$ cat src/rtl/ddr_pkg.sv
// Shared DDR definitions: command encodings, default widths/latency and the port-id width helper.
package ddr_pkg;

  typedef enum logic [2:0] {
    CMD_PRCH = 3'd0,
    CMD_ACTV = 3'd1,
    CMD_READ = 3'd2,
    CMD_WRTE = 3'd3,
    CMD_ARSR = 3'd4,
    CMD_NOOP = 3'd5
  } ddr_cmd_e;

  localparam int unsigned DDR_ADDR_W       = 28;
  localparam int unsigned DDR_DATA_W       = 32;
  localparam int unsigned DDR_READ_LATENCY = 4;

  // Width of a port index; never narrower than one bit.
  function automatic int unsigned port_id_w(input int unsigned num_ports);
    return (num_ports > 1) ? $clog2(num_ports) : 1;
  endfunction

endpackage

$ cat src/rtl/ddr_read_tag_pipe.sv
// Shift pipe of {valid,id} read tags; the tap is the last storage stage, the final
// stage of the DEPTH-deep pipe is the consumer's registered read-valid output.
module ddr_read_tag_pipe #(
  parameter int unsigned DEPTH = 5,
  parameter int unsigned ID_W  = 2
) (
  input  logic            clk,
  input  logic            rst_n,
  input  logic            i_push_vld,
  input  logic [ID_W-1:0] i_push_id,
  output logic            o_tag_vld,
  output logic [ID_W-1:0] o_tag_id
);

  localparam int unsigned STAGES = DEPTH - 1;

  logic            r_vld [STAGES];
  logic [ID_W-1:0] r_id  [STAGES];

  always_ff @(posedge clk or negedge rst_n) begin
    if (!rst_n) begin
      for (int k = 0; k < int'(STAGES); k++) begin
        r_vld[k] <= 1'b0;
        r_id[k]  <= '0;
      end
    end else begin
      r_vld[0] <= i_push_vld;
      r_id[0]  <= i_push_id;
      for (int k = 1; k < int'(STAGES); k++) begin
        r_vld[k] <= r_vld[k-1];
        r_id[k]  <= r_id[k-1];
      end
    end
  end

  assign o_tag_vld = r_vld[STAGES-1];
  assign o_tag_id  = r_id[STAGES-1];

endmodule

$ cat src/rtl/ddr_port_arbiter.sv
// Round-robin arbiter sharing one DDR command front-end between NUM_PORTS clients, with read routing.
// Optional free-running refresh strobe generator enabled by DDR_ARB_REFRESH_EN.
module ddr_port_arbiter
  import ddr_pkg::*;
#(
  parameter int unsigned NUM_PORTS        = 4,
  parameter int unsigned ADDR_W           = DDR_ADDR_W,
  parameter int unsigned DATA_W           = DDR_DATA_W,
  parameter int unsigned READ_LATENCY     = DDR_READ_LATENCY,
  parameter int unsigned REFRESH_INTERVAL = 1560
) (
  input  logic                        CLK,
  input  logic                        RST,
  input  logic [NUM_PORTS-1:0]        REQ,
  input  logic [NUM_PORTS-1:0]        REQ_WE,
  input  logic [NUM_PORTS*ADDR_W-1:0] REQ_ADDR,
  input  logic [NUM_PORTS*DATA_W-1:0] REQ_WDATA,
  output logic [NUM_PORTS-1:0]        GNT,
  output logic [NUM_PORTS-1:0]        RDATA_VALID,
  output logic [DATA_W-1:0]           RDATA,
  output logic [ADDR_W-1:0]           ADDRESS_REQ,
  output logic                        WE,
  output logic [DATA_W-1:0]           DATA_W_OUT,
  output logic                        DO_ACT,
  input  logic                        COMMAND_LATCHED,
  input  logic [DATA_W-1:0]           DATA_R,
  output logic                        REFRESH_STROBE
);

  localparam int unsigned ID_W = port_id_w(NUM_PORTS);
  localparam logic [0:0] S_IDLE  = 1'b0;
  localparam logic [0:0] S_ISSUE = 1'b1;

  if (REFRESH_INTERVAL < 2 || REFRESH_INTERVAL > 65536) begin : g_bad_refresh_interval
    $error("REFRESH_INTERVAL must fit the 16-bit refresh counter");
  end

  logic [0:0]            r_state, w_state_nxt;
  logic [ID_W-1:0]       r_owner, w_owner_nxt, r_ptr, w_ptr_nxt;
  logic                  r_do_act, w_do_act_nxt, w_load;
  logic                  r_we;
  logic [ADDR_W-1:0]     r_addr;
  logic [DATA_W-1:0]     r_wdata, r_rdata;
  logic [NUM_PORTS-1:0]  r_rdata_valid;
  logic                  w_latch, w_any, w_sel_we;
  logic [NUM_PORTS-1:0]  w_owner_oh, w_cand;
  logic [2*NUM_PORTS-1:0] w_dbl;
  logic [ID_W-1:0]       w_owner_inc, w_start, w_win;
  logic [ADDR_W-1:0]     w_sel_addr;
  logic [DATA_W-1:0]     w_sel_wdata;
  logic                  w_tag_vld;
  logic [ID_W-1:0]       w_tag_id;

  assign w_latch     = (r_state == S_ISSUE) && COMMAND_LATCHED;
  assign w_owner_oh  = NUM_PORTS'(1) << r_owner;
  assign w_owner_inc = (r_owner == ID_W'(NUM_PORTS - 1)) ? '0 : r_owner + 1'b1;
  // The current owner is masked at a latch so the next command goes to someone else.
  assign w_cand      = w_latch ? (REQ & ~w_owner_oh) : REQ;
  assign w_start     = w_latch ? w_owner_inc : r_ptr;
  assign w_dbl       = {w_cand, w_cand};
  assign w_any       = |w_cand;

  // Lowest requester at or above the start index in the doubled vector wins, wrapping naturally.
  always_comb begin
    w_win = '0;
    for (int i = 2*NUM_PORTS-1; i >= 0; i--) begin
      if (w_dbl[i] && (i >= int'(w_start))) begin
        w_win = (i >= int'(NUM_PORTS)) ? ID_W'(i - int'(NUM_PORTS)) : ID_W'(i);
      end
    end
  end

  always_comb begin
    w_sel_addr  = '0;
    w_sel_wdata = '0;
    w_sel_we    = 1'b0;
    for (int p = 0; p < int'(NUM_PORTS); p++) begin
      if (w_win == ID_W'(p)) begin
        w_sel_addr  = REQ_ADDR[p*ADDR_W +: ADDR_W];
        w_sel_wdata = REQ_WDATA[p*DATA_W +: DATA_W];
        w_sel_we    = REQ_WE[p];
      end
    end
  end

  always_comb begin
    w_state_nxt  = r_state;
    w_do_act_nxt = r_do_act;
    w_ptr_nxt    = r_ptr;
    w_owner_nxt  = r_owner;
    w_load       = 1'b0;
    case (r_state)
      S_IDLE: begin
        if (w_any) begin
          w_state_nxt  = S_ISSUE;
          w_do_act_nxt = 1'b1;
          w_load       = 1'b1;
        end
      end
      S_ISSUE: begin
        if (COMMAND_LATCHED) begin
          w_ptr_nxt = w_start;
          if (w_any) begin
            w_load = 1'b1;
          end else begin
            w_state_nxt  = S_IDLE;
            w_do_act_nxt = 1'b0;
          end
        end
      end
      default: w_state_nxt = S_IDLE;
    endcase
    if (w_load) w_owner_nxt = w_win;
  end

  always_ff @(posedge CLK or negedge RST) begin
    if (!RST) begin
      r_state  <= S_IDLE;
      r_owner  <= '0;
      r_ptr    <= '0;
      r_do_act <= 1'b0;
      r_we     <= 1'b0;
      r_addr   <= '0;
      r_wdata  <= '0;
    end else begin
      r_state  <= w_state_nxt;
      r_owner  <= w_owner_nxt;
      r_ptr    <= w_ptr_nxt;
      r_do_act <= w_do_act_nxt;
      if (w_load) begin
        r_we    <= w_sel_we;
        r_addr  <= w_sel_addr;
        r_wdata <= w_sel_wdata;
      end
    end
  end

  ddr_read_tag_pipe #(
    .DEPTH (READ_LATENCY + 1),
    .ID_W  (ID_W)
  ) u_tag_pipe (
    .clk        (CLK),
    .rst_n      (RST),
    .i_push_vld (w_latch && !r_we),
    .i_push_id  (r_owner),
    .o_tag_vld  (w_tag_vld),
    .o_tag_id   (w_tag_id)
  );

  always_ff @(posedge CLK or negedge RST) begin
    if (!RST) begin
      r_rdata_valid <= '0;
      r_rdata       <= '0;
    end else begin
      r_rdata_valid <= w_tag_vld ? (NUM_PORTS'(1) << w_tag_id) : '0;
      if (w_tag_vld) r_rdata <= DATA_R;
    end
  end

`ifdef DDR_ARB_REFRESH_EN
  localparam logic [15:0] REF_RELOAD = 16'(REFRESH_INTERVAL - 1);
  logic [15:0] r_ref_cnt;
  logic        r_ref_strobe;

  always_ff @(posedge CLK or negedge RST) begin
    if (!RST) begin
      r_ref_cnt    <= REF_RELOAD;
      r_ref_strobe <= 1'b0;
    end else if (r_ref_cnt == '0) begin
      r_ref_cnt    <= REF_RELOAD;
      r_ref_strobe <= ~r_ref_strobe;
    end else begin
      r_ref_cnt <= r_ref_cnt - 16'd1;
    end
  end

  assign REFRESH_STROBE = r_ref_strobe;
`else
  assign REFRESH_STROBE = 1'b0;
`endif

  assign GNT         = w_latch ? w_owner_oh : '0;
  assign DO_ACT      = r_do_act;
  assign WE          = r_we;
  assign ADDRESS_REQ = r_addr;
  assign DATA_W_OUT  = r_wdata;
  assign RDATA       = r_rdata;
  assign RDATA_VALID = r_rdata_valid;

endmodule

$ cat config.mk
export PLATFORM = sky130hd
export DESIGN_NAME = ddr_port_arbiter
export DESIGN_NICKNAME = d
export VERILOG_FILES = /design/src/rtl/ddr_pkg.sv /design/src/rtl/ddr_read_tag_pipe.sv /design/src/rtl/ddr_port_arbiter.sv
export SDC_FILE = /design/constraint.sdc
export NUM_CORES = 1
export LEC_CHECK = 0
export ABC_AREA = 1
export CORE_AREA = 2 2 148 150
export CTS_CLUSTER_SIZE = 20
export DETAILED_ROUTE_END_ITERATION = 10
export DIE_AREA = 0 0 150 152
export HOLD_SLACK_MARGIN = 0.1
export PLACE_DENSITY = 0.7
export SYNTH_ARGS = -nofsm -noshare
export SYNTH_HDL_FRONTEND = slang
export SYNTH_SLANG_ARGS = --single-unit
$ cat constraint.sdc
create_clock -name CLK -period 2.1 [get_ports CLK]
set_input_delay 0.21 -clock CLK [delete_from_list [all_inputs] [get_ports CLK]]
set_output_delay 0.21 -clock CLK [all_outputs]
set_load 0.01 [all_outputs]
==> summary.txt <==
Placement
  • Port Buffers: 384
  • Detail Placement HPWL: 21.0 mm
  • Placement Cell Area: 11400 um2
  • Placer Congestion: 0.901

Final layout
  • Cell area after layout: 13000 um2
  • Fill cell instance count of the final layout: 1926
  • Area growth from synthesis to final layout: 86.5%
  • Share of layout cells above drive strength 1: 14.7%
  • Post-layout net count: 1717

Global route
  • Initial antenna violation count: 2
  • Via count of the first global-routing pass: 8174
  • Global-route met1 utilization: 30.0%
  • Final global-route overflow total: 0
  • Maximum number of pins on one net before global-route repair: 50
  • Global-route wire length before repair: 44.3 mm
  • Routing usage on met3: 6.52%
  • Most used routing layer in global routing: met2
  • Global router's overall resource usage: 25.0%
  • Met2 track demand over resource: 43.4%

Timing
  • Slew @ Worst Pin: 0.979 ns
  • Worst Slack Setup Final: -0.0757 ns
  • Maximum clock skew at final layout: 0.0121 ns
  • Worst hold slack: 0.279 ns
  • Worst slew slack as a fraction of its limit: 34.3%
  • Time the worst path needs with I/O delays and setup: 2.18 ns
  • Count of endpoints failing setup in the final report: 29
  • Final slew viol count: 0
  • Final cycle utilization of the critical path: 104%
  • Setup repair after global routing missed its margin: yes
  • Maximum frequency from static timing analysis: 0.460 GHz
  • Fin. Hold Viols: 0

Clocking
  • CTS Root Buffer Type: sky130_fd_sc_hd__clkbuf_16
  • Clk_lat worst skew: 0.41 ns
  • Clock slew seen by the registers of the worst setup and hold paths: 0.06 ns
  • Number of buffers added by the clock tree synthesis step: 17
  • Count of clock tree sinks: 115
  • Maximum level of the CTS H-tree: 4
  • Deepest clock path buffer count: 2
  • TritonCTS clock tree: yes

Logic synthesis
  • Post-Syn Nets: 1301
  • Post-synth EDFFs: 0
  • Share of the synthesized area in the top cell type: 41.1%
  • Post-synthesis cell type with the largest combined area: sky130_fd_sc_hd__dfrtp_1
  • Area contributors post-synth: sky130_fd_sc_hd__dfrtp_1, sky130_fd_sc_hd__nand2_1, sky130_fd_sc_hd__nand3_1, sky130_fd_sc_hd__nand4_1, sky130_fd_sc_hd__inv_1
  • Most frequent cell after synthesis: sky130_fd_sc_hd__nand2_1
  • Post-synth design cell area: 7000 um2
  • Register bit total from synthesis: 115
  • Count of distinct cell types in the synthesized netlist: 24
  • Main flop type after synthesis: sky130_fd_sc_hd__dfrtp_1
  • Share of flip-flops with an asynchronous set or reset: 100%
  • Most common library cells after synthesis: sky130_fd_sc_hd__nand2_1, sky130_fd_sc_hd__nand3_1, sky130_fd_sc_hd__dfrtp_1
  • Syn_area_per_cell: 6.90 um2
  • Cell count after synthesis: 1014
  • Number of warning messages in the yosys log: 0
  • Share of synthesized area occupied by flip-flops and latches: 41.1%

Pwr
  • Standby leakage power: 0.00617 uW
  • Maximum ir drop on the vdd rail: 618 uV
  • P per Cell Area: 1330 nW/um2

Floorplan
  • Standard cell core area: 21400 um2
  • Io pins: 386
  • Placement row count: 54
  • Area of the die: 22800 um2
  • Height of the chip: 152 um
  • Width of the chip: 150 um
  • Initial cell density of the core: 32.8%

Critical path
  • Type of element launching the critical path: register
  • Most frequent cell on the critical path: sky130_fd_sc_hd__nand2_1
  • Kind of end point of the critical path: register
  • Cell with the biggest individual delay on the critical path: sky130_fd_sc_hd__dfrtp_2
  • Capture point of the worst reg-to-reg path: DATA_W_OUT[10]$_DFFE_PN0P_
  • Worst r2r path cells: 15
  • Crit path max fanout: 15
  • Slack of the worst reg-to-reg path: -0.08 ns
  • Crit Path Class: reg2reg
  • Critical path cell sequence: inv_2 -> buf_6 -> ha_4 -> nand3_2 -> nand2_2 -> buf_4 -> inv_1 -> nand2_1 -> nand2_4 -> inv_8 -> bufbuf_16 -> o21ai_0 -> nand3_1 -> nand2_1 -> nand2_1
  • Required time reported for the critical path endpoint: 2.40 ns
  • Maximum cell stage delay along the critical path: 0.41 ns
  • Data arrival at the endpoint of the critical path: 2.47 ns
  • Startpoint of the most critical register-to-register path: r_owner[0]$_DFFE_PN0P_

Routing
  • Ratio of routed vias to standard cells: 4.95
  • Number of vias after detailed routing: 8534
  • Total wire length after detailed routing: 30.9 mm
  • Remaining routing DRC violations: 0
  • Number of DRC markers after the initial detailed-route iteration: 393
  • First-pass detailed-route iteration total: 5
  • Routed length per placed instance: 17.9 um
  • Antenna-violating nets left: 0

Min path
  • Min-delay worst type: in2async

Run status
  • Run status: finished, violations left
  • Violated checks: setup timing

Job
  • Count of max-cap constraint violations: 0
-- cells in the final DEF, fill, tap and decap left out, types with 7 or more instances in the layout --
cell type	count
sky130_fd_sc_hd__nand2_1	352
sky130_fd_sc_hd__nand3_2	33
sky130_fd_sc_hd__nand3_1	122
sky130_fd_sc_hd__nor2_1	47
sky130_fd_sc_hd__clkbuf_16	24
sky130_fd_sc_hd__nand2_4	7
sky130_fd_sc_hd__buf_12	22
sky130_fd_sc_hd__nand4_1	61
sky130_fd_sc_hd__inv_1	75
sky130_fd_sc_hd__buf_4	39
sky130_fd_sc_hd__clkdlybuf4s50_1	380
sky130_fd_sc_hd__nor2_4	14
sky130_fd_sc_hd__buf_6	16
sky130_fd_sc_hd__nand2_2	11
sky130_fd_sc_hd__dfrtp_1	112
sky130_fd_sc_hd__nor2_2	7
sky130_fd_sc_hd__o21ai_0	24
sky130_fd_sc_hd__o21ai_1	12
sky130_fd_sc_hd__nand3b_1	33
-- cells by family after synthesis --
group / Yosys count / synth area share (%)
AO/OA/AOI/OAI: 38 / 2.72
adder cells (fa/ha/maj): 4 / 0.715
buffers and inverters: 160 / 10.5
flip-flops: 115 / 41.1
other: 1 / 0.0536
AND/OR/NAND/NOR: 696 / 44.9
-- worst max path at each step --
stage	from	end	slack, ns
floorplan	r_owner[0]$_DFFE_PN0P_	ADDRESS_REQ[27]$_DFFE_PN0P_	0.17
global placement	COMMAND_LATCHED	DATA_W_OUT[26]$_DFFE_PN0P_	-0.24
detailed placement	COMMAND_LATCHED	ADDRESS_REQ[18]$_DFFE_PN0P_	-0.29
CTS	r_owner[1]$_DFFE_PN0P_	DATA_W_OUT[6]$_DFFE_PN0P_	-0.05
global route	r_owner[0]$_DFFE_PN0P_	DATA_W_OUT[0]$_DFFE_PN0P_	-0.16
finish	r_owner[0]$_DFFE_PN0P_	DATA_W_OUT[10]$_DFFE_PN0P_	-0.08
-- final cells by class --
| class | instances | area (um2) | area share (%) |
|---|---|---|---|
| flip-flops and latches | 115 | 2880 | 22.1 |
| repair buffers | 475 | 5100 | 39.1 |
| inverters | 82 | 318 | 2.44 |
| clock inverters | 12 | 134 | 1.03 |
| multi-input cells | 739 | 3820 | 29.3 |
| well taps | 280 | 350 | 2.69 |
| clock buffers | 19 | 433 | 3.32 |
| diodes | 2 | 5.00 | 0.0384 |
-- registers in the layout, summed over array words and instances, names as in the netlist --
register,flops
ADDRESS_REQ,28
r_ptr,2
RDATA_VALID,4
r_state,1
DATA_W_OUT,32
u_tag_pipe.r_id,6
RDATA,32
u_tag_pipe.o_tag_id,2
WE,1
DO_ACT,1
u_tag_pipe.o_tag_vld,1
r_owner,2
u_tag_pipe.r_vld,3
-- metal layers --
layer	routed length (um)	vias to the layer above
met2	15200	403
li1	-	4106
met3	2630	55
met1	12300	3970
met4	822	0
met5	0	-
-- power by group --
part           switching (uW)  total [uW]  internal (uW)
sequential                597        3840           3240
clock                    1080        2820           1740
combinational            5460       10800           5290
-- critical path: cells and delay by family (launching register included) --
family	cells	cell delay, ns
AOI/OAI and AO/OA	1	0.15
and+or+nand+nor	7	0.61
buffers and inverters	6	0.74
adders and majority gates	1	0.15
DFF	1	0.41
-- repair_timing --
action,in CTS,in global routing
gates cloned,5,10
setup endpoints to repair,56,64
endpoints found under the hold margin,25,0
gates resized for setup,50,109
hold buffers,1,0
pin swaps,18,27
buffers inserted,10,8
-- through the flow --
stage               std cells  total power, uW  setup slack [ns]  utilization (%)  setup TNS (ns)
CTS                      1705            16100           -0.0470             58.0          -0.364
global placement         1658            12400            -0.242             53.5          -11.75
detailed placement       1658            12500            -0.287             53.5          -14.01
floorplan                1014             8190             0.168                -               0
finish                   1724            17400           -0.0757             61.1          -0.615
global route             1724            18500            -0.164             61.1           -6.50
Note: power is estimated with default switching activity, not from simulation.
